--- src/rtl/bcd_pkg.sv ---
// Shared definitions for the BCD arithmetic unit: op codes, FSM states and
// the width helpers that derive the binary datapath size from the digit count.
package bcd_pkg;

  typedef enum logic [1:0] {
    OP_ADD     = 2'b00,
    OP_SUB     = 2'b01,
    OP_ACC_ADD = 2'b10,
    OP_ACC_SUB = 2'b11
  } op_e;

  typedef enum logic [1:0] {
    IDLE   = 2'd0,
    CONV   = 2'd1,
    ARITH  = 2'd2,
    DABBLE = 2'd3
  } state_e;

  function automatic longint pow10(input int digits);
    longint p = 1;
    for (int i = 0; i < digits; i++) p = p * 10;
    return p;
  endfunction

  function automatic int calc_bin_w(input int digits);
    return $clog2(pow10(digits));
  endfunction

endpackage

--- src/rtl/bin_to_bcd_seq.sv ---
// Sequential double-dabble: load a binary value, then BIN_W shift-and-add-3
// steps; done strobes high together with the final BCD value.
module bin_to_bcd_seq #(
  parameter int DIGITS = 4,
  parameter int BIN_W  = 14
) (
  input  logic                clk,
  input  logic                rst_n,
  input  logic                load,
  input  logic [BIN_W-1:0]    bin,
  output logic [4*DIGITS-1:0] bcd,
  output logic                done
);
  localparam int CNT_W = $clog2(BIN_W + 1);

  logic [BIN_W-1:0]    bin_reg;
  logic [4*DIGITS-1:0] bcd_reg;
  logic [4*DIGITS-1:0] adj;
  logic [CNT_W-1:0]    cnt_reg;
  logic                active_reg;
  logic                done_reg;

  for (genvar gi = 0; gi < DIGITS; gi++) begin : g_adj
    assign adj[4*gi +: 4] = (bcd_reg[4*gi +: 4] >= 4'd5) ? bcd_reg[4*gi +: 4] + 4'd3
                                                         : bcd_reg[4*gi +: 4];
  end

  always_ff @(posedge clk or negedge rst_n) begin
    if (!rst_n) begin
      bin_reg    <= '0;
      bcd_reg    <= '0;
      cnt_reg    <= '0;
      active_reg <= 1'b0;
      done_reg   <= 1'b0;
    end else if (load) begin
      bin_reg    <= bin;
      bcd_reg    <= '0;
      cnt_reg    <= '0;
      active_reg <= 1'b1;
      done_reg   <= 1'b0;
    end else if (active_reg) begin
      {bcd_reg, bin_reg} <= {adj, bin_reg} << 1;
      cnt_reg    <= cnt_reg + 1'b1;
      done_reg   <= (cnt_reg == CNT_W'(BIN_W - 1));
      active_reg <= (cnt_reg != CNT_W'(BIN_W - 1));
    end else begin
      done_reg   <= 1'b0;
    end
  end

  assign bcd  = bcd_reg;
  assign done = done_reg;

endmodule

--- src/rtl/bcd_alu_seq.sv ---
// BCD add/subtract unit: serial BCD-to-binary conversion, signed-magnitude
// arithmetic on operands or a running accumulator, sequential BCD result.
module bcd_alu_seq
  import bcd_pkg::*;
#(
  parameter int DIGITS = 4
) (
  input  logic                clk,
  input  logic                rst_n,
  input  logic                start,
  input  logic [1:0]          op,
  input  logic [4*DIGITS-1:0] num1,
  input  logic [4*DIGITS-1:0] num2,
  output logic                busy,
  output logic                done,
  output logic                isValid,
  output logic [4*DIGITS-1:0] res,
  output logic                isNeg,
  output logic                overflow,
  output logic                error
);
  localparam int BIN_W = calc_bin_w(DIGITS);
  localparam int CNT_W = $clog2(BIN_W + 1);
  localparam logic [BIN_W+1:0] LIMIT = (BIN_W+2)'(pow10(DIGITS));

  state_e              state_reg, state_next;
  logic [CNT_W-1:0]    cnt_reg;
  logic [1:0]          op_reg;
  logic [4*DIGITS-1:0] a_reg, b_reg;
  logic [BIN_W-1:0]    bin_a_reg, bin_b_reg;
  logic                conv_err_reg;
  logic                acc_neg_reg;
  logic [BIN_W:0]      acc_mag_reg;
  logic                pend_neg_reg, pend_ovf_reg, pend_err_reg;
  logic [4*DIGITS-1:0] res_reg;
  logic                neg_reg, ovf_reg, err_reg, valid_reg;

  logic                accept, last_conv, last_dabble;
  logic [3:0]          dig_a, dig_b;
  logic [BIN_W+1:0]    mag_a, mag_b, sum;
  logic                neg_a, neg_b, sum_neg, ovf, wrapped_neg;
  logic [BIN_W:0]      wrapped;
  logic                dab_load, dab_done;
  logic [BIN_W-1:0]    dab_bin;
  logic [4*DIGITS-1:0] dab_bcd;

  assign accept      = (state_reg == IDLE) && start;
  assign last_conv   = (cnt_reg == CNT_W'(DIGITS - 1));
  assign last_dabble = (cnt_reg == CNT_W'(BIN_W - 1));
  assign dig_a       = a_reg[4*DIGITS-1 -: 4];
  assign dig_b       = b_reg[4*DIGITS-1 -: 4];

  always_ff @(posedge clk or negedge rst_n) begin
    if (!rst_n) state_reg <= IDLE;
    else        state_reg <= state_next;
  end

  always_comb begin
    state_next = state_reg;
    case (state_reg)
      IDLE:    if (start) state_next = CONV;
      CONV:    if (last_conv) state_next = ARITH;
      ARITH:   state_next = DABBLE;
      DABBLE:  if (last_dabble) state_next = IDLE;
      default: state_next = IDLE;
    endcase
  end

  // Signed-magnitude add; B's sign comes from the subtract bit of op.
  always_comb begin
    mag_a   = op_reg[1] ? {1'b0, acc_mag_reg} : {2'b00, bin_a_reg};
    neg_a   = op_reg[1] ? acc_neg_reg : 1'b0;
    mag_b   = {2'b00, bin_b_reg};
    neg_b   = op_reg[0];
    sum     = mag_a + mag_b;
    sum_neg = neg_a;
    if (neg_a != neg_b) begin
      if (mag_a >= mag_b) begin
        sum = mag_a - mag_b;
      end else begin
        sum     = mag_b - mag_a;
        sum_neg = neg_b;
      end
    end
    ovf         = (sum >= LIMIT);
    wrapped     = (BIN_W+1)'(ovf ? sum - LIMIT : sum);
    wrapped_neg = sum_neg && (wrapped != '0);
  end

  assign dab_load = (state_reg == ARITH);
  assign dab_bin  = conv_err_reg ? '0 : wrapped[BIN_W-1:0];

  always_ff @(posedge clk or negedge rst_n) begin
    if (!rst_n) begin
      cnt_reg      <= '0;
      op_reg       <= '0;
      a_reg        <= '0;
      b_reg        <= '0;
      bin_a_reg    <= '0;
      bin_b_reg    <= '0;
      conv_err_reg <= 1'b0;
      acc_neg_reg  <= 1'b0;
      acc_mag_reg  <= '0;
      pend_neg_reg <= 1'b0;
      pend_ovf_reg <= 1'b0;
      pend_err_reg <= 1'b0;
      res_reg      <= '0;
      neg_reg      <= 1'b0;
      ovf_reg      <= 1'b0;
      err_reg      <= 1'b0;
      valid_reg    <= 1'b0;
    end else begin
      case (state_reg)
        IDLE: if (start) begin
          op_reg       <= op;
          a_reg        <= num1;
          b_reg        <= num2;
          bin_a_reg    <= '0;
          bin_b_reg    <= '0;
          conv_err_reg <= 1'b0;
          cnt_reg      <= '0;
        end
        CONV: begin
          bin_a_reg    <= BIN_W'(bin_a_reg * 10 + dig_a);
          bin_b_reg    <= BIN_W'(bin_b_reg * 10 + dig_b);
          a_reg        <= a_reg << 4;
          b_reg        <= b_reg << 4;
          conv_err_reg <= conv_err_reg | (dig_a > 4'd9) | (dig_b > 4'd9);
          cnt_reg      <= last_conv ? '0 : cnt_reg + 1'b1;
        end
        ARITH: begin
          pend_err_reg <= conv_err_reg;
          pend_neg_reg <= !conv_err_reg && wrapped_neg;
          pend_ovf_reg <= !conv_err_reg && ovf;
          if (!conv_err_reg) begin
            acc_neg_reg <= wrapped_neg;
            acc_mag_reg <= wrapped;
          end
          cnt_reg <= '0;
        end
        DABBLE:  cnt_reg <= cnt_reg + 1'b1;
        default: ;
      endcase

      if (dab_done) begin
        res_reg <= dab_bcd;
        neg_reg <= pend_neg_reg;
        ovf_reg <= pend_ovf_reg;
        err_reg <= pend_err_reg;
      end

      if (accept)        valid_reg <= 1'b0;
      else if (dab_done) valid_reg <= 1'b1;
    end
  end

  bin_to_bcd_seq #(
    .DIGITS(DIGITS),
    .BIN_W (BIN_W)
  ) u_dabble (
    .clk  (clk),
    .rst_n(rst_n),
    .load (dab_load),
    .bin  (dab_bin),
    .bcd  (dab_bcd),
    .done (dab_done)
  );

  // Results are presented straight from the converter during the done cycle
  // and from the holding registers afterwards.
  assign busy     = (state_reg != IDLE);
  assign done     = dab_done;
  assign isValid  = valid_reg | dab_done;
  assign res      = dab_done ? dab_bcd      : res_reg;
  assign isNeg    = dab_done ? pend_neg_reg : neg_reg;
  assign overflow = dab_done ? pend_ovf_reg : ovf_reg;
  assign error    = dab_done ? pend_err_reg : err_reg;

endmodule

--- config.mk ---
export PLATFORM = sky130hd
export DESIGN_NAME = bcd_alu_seq
export DESIGN_NICKNAME = d
export VERILOG_FILES = /design/src/rtl/bcd_pkg.sv /design/src/rtl/bin_to_bcd_seq.sv /design/src/rtl/bcd_alu_seq.sv
export SDC_FILE = /design/constraint.sdc
export NUM_CORES = 1
export LEC_CHECK = 0
export ABC_AREA = 1
export ABC_CLOCK_PERIOD_IN_PS = 3900
export CORE_UTILIZATION = 55
export DETAILED_ROUTE_END_ITERATION = 10
export PLACE_DENSITY = 0.81
export SLEW_MARGIN = 15
export SYNTH_ARGS = -nofsm -noshare
export SYNTH_HDL_FRONTEND = slang
export SYNTH_SLANG_ARGS = --single-unit
--- constraint.sdc ---
create_clock -name clk -period 3.9 [get_ports clk]
set_clock_uncertainty 0.15 [all_clocks]
set_input_delay 0.585 -clock clk [delete_from_list [all_inputs] [get_ports clk]]
set_output_delay 0.585 -clock clk [all_outputs]
set_load 0.02 [all_outputs]
==> qor.yml <==
die:
  die_area_um2: 21370
  die_h_um: 146.2
  initial_core_util_pct: 56.32
  core-area_um2: 20300
  top_level_ports: 59
  fp-row-count: 52
  dieWidth_um: 146.2
clocking:
  hold_buffers: 0
  numCtsBuffers: 17
  clockBufferDepth: 2
  cts.clk_slew.worst_paths_ns: 0.06
  cts_root_buf: "clkbuf_16"
  cts_tree: "done"
  htree_levels: 4
  cts_sinks: 144
  insertion_delay_ns: 0.43
timing:
  tightestPinTransition_ns: 0.9257
  finalSetupViolCount: 6
  grt_setup_unrepaired: "yes"
  timing.fmax_mhz: 245.0
  hold_viol: 0
  finalCriticalPeriod_ns: 4.082
  slew_violations: 0
  setup_ws_ns: -0.1821
  period_share_pct: 104.7
  slew_headroom_pct: 38.22
finish:
  syn_to_final_growth_pct: 33.79
  diodes: 0
  nFillCells: 1440
  multi_input_area_um2: 7476
  regArea_um2: 3605
  layout-drive-gt1-share_pct: 24.02
  post-route-util_pct: 75.35
  fin_cells: 2127
  layout.nets: 1995
  final_cell_mix: "nand2_1, inv_1, buf_4"
  final_common_cell: "nand2_1"
critical_path:
  arrival_ns: 4.23
  cp.buffers_inverters: 7
  cpPeakStageDelay_ns: 0.49
  slowest_stage: "dfrtp_2"
  path_common_cell: "nand2_2"
  cp_top_family: "simple AND/OR/NAND/NOR gates"
  endpoint_kind: "flip-flop"
  crit_fanout: 7
  required_ns: 4.05
  start_kind: "flip-flop"
  criticalPathCategory: "flip-flop to flip-flop"
global_route:
  antenna_found_initial: 0
  overflow: 0
  grt_usage_pct: 33.29
  grt_pass1_vias: 11360
  grt_pass1_wl_mm: 56.34
  grt_max_degree: 98
min_path:
  min_path_type: "primary input to asynchronous set/reset pin"
placed_design:
  dp.cells: 2063
  io_buffers: 58
  dp_hpwl_mm: 26.15
  gp_congestion: 1.049
synthesis:
  yosys.area_share.simple_pct: 27.65
  syn_area_per_cell_um2: 7.022
  ys_warn_count: 0
  synth_cell_types: 52
  ys_seq_area_share_pct: 31.52
  synthAdderAreaFrac_pct: 12.72
  synth_top_family_by_area: "simple AND/OR/NAND/NOR gates"
  synth_compound_area_share_pct: 13.72
  synth_nets: 1777
  ys_ff_latch: 144
  synth_xor_area_share_pct: 3.064
  synth.area.mux_share_pct: 0
  postSynthCellCount: 1628
  synthesis.area_um2: 11430
detailed_routing:
  via_per_inst: 5.659
  drc: 0
  routedWlPerCell_um: 17.81
  wirelength_mm: 37.89
  drtAntennaViolNets: 0
  detail_route.iter0.violations: 1082
  dr.pass1.iters: 6
  route.vias.total: 12040
run_status:
  violations: "setup timing"
  status: "finished with violations"
job:
  maxCapViolCount: 0
## timing repair
| action | 4_1_cts | 5_1_grt |
|---|---|---|
| pin swaps | 4 | 86 |
| gates cloned | 1 | 5 |
| setup buffers | 2 | 26 |
| endpoints found under the setup margin | 19 | 22 |
| resized for setup | 37 | 236 |
## kinds of logic after synthesis
group | after synthesis
and+or+nand+nor | 739
buffers and inverters | 325
AOI/OAI and AO/OA | 268
DFF | 144
adders and majority gates | 112
xor gates and xnor gates | 40
## cell usage after synthesis (all sizes together)
cell,n,area [µm²]
nand2,486,1898
inv,277,1042
dfrtp,144,3603
o21ai,132,660.6
nor2,111,467.9
nand3,107,580.6
ha,105,1314
a21oi,52,282.8
clkbuf,32,120.1
xor2,30,262.8
o211ai,28,210.2
o22ai,19,118.9
nand4,17,106.4
buf,15,128.9
xnor2,10,87.58
o32ai,8,70.07
fa,7,140.1
nor3,7,35.03
a31oi,5,31.28
or2,5,31.28
a22o,4,35.03
o21bai,4,30.03
o221ai,4,35.03
a211oi,2,15.01
a21o,2,15.01
a22oi,2,15.01
a32o,2,20.02
and2,2,12.51
o31ai,2,15.01
a21boi,1,7.510
and3,1,6.260
clkinv,1,3.750
nand3b,1,7.510
nor4,1,6.260
o21a,1,7.510
or3b,1,8.760
## final timing paths
| path | startpoint | endpoint | slack [ns] | cells past startpoint |
|---|---|---|---|---|
| worst max-delay path | op_reg[1] | acc_neg_reg | -0.18 | 29 |
| worst min-delay path | rst_n | neg_reg | 0.10 | 1 |
| worst max register to register | op_reg[1] | acc_neg_reg | -0.18 | 29 |
| worst min register to register | res_reg[7] | res_reg[7] | 0.34 | 2 |
| max in group asynchronous | rst_n | b_reg[0] | 2.67 | 2 |
| min in group clk | res_reg[7] | res_reg[7] | 0.34 | 2 |
## worst register-to-register path, delay by kind of cell (launching register included)
| family | cells | cell delay [ns] |
|---|---|---|
| buf+inv | 7 | 0.90 |
| fa+ha+maj | 1 | 0.35 |
| simple gates | 19 | 1.86 |
| flops | 1 | 0.49 |
| compound gates | 2 | 0.26 |
## final cells by class
type | instances | share of cell area, %
multi-input combinational | 1161 | 48.88
sequential | 144 | 23.57
timing repair buffer | 244 | 14.30
inverter | 278 | 7.003
clock buffer | 21 | 3.010
tap | 270 | 2.209
clock inverter | 9 | 1.031
## through the flow
stage / TNS (ns) / hold slack (ns) / setup slack [ns] / cell area, µm²
3_5_place_dp: -0.8860 / 0.3181 / -0.1474 / 13320
4_1_cts: 0 / 0.1468 / 0.00009637 / 14110
3_3_place_gp: -0.2911 / 0.3134 / -0.1071 / 13320
2_1_floorplan: 0 / 0.1394 / 0.0002449 / 11430
6_report: -0.4964 / 0.1049 / -0.1821 / 15290
5_1_grt: -2.522 / 0.1921 / -0.3596 / 15290
## routing by layer
metal  part of all wire [%]  global-route usage, %  routed length, µm  vias up
li1                       -                      -                  -     5625
met1                     40                  42.56              15320     5733
met2                     49                  57.12              18460      556
met3                    6.6                  4.781               2512      122
met4                    4.2                  12.29               1600        0
met5                      0                      0                  0        -
Power is left out: the tool's default activity adds up to more than one toggle a clock period on the data nets, which glitch-free logic cannot reach.
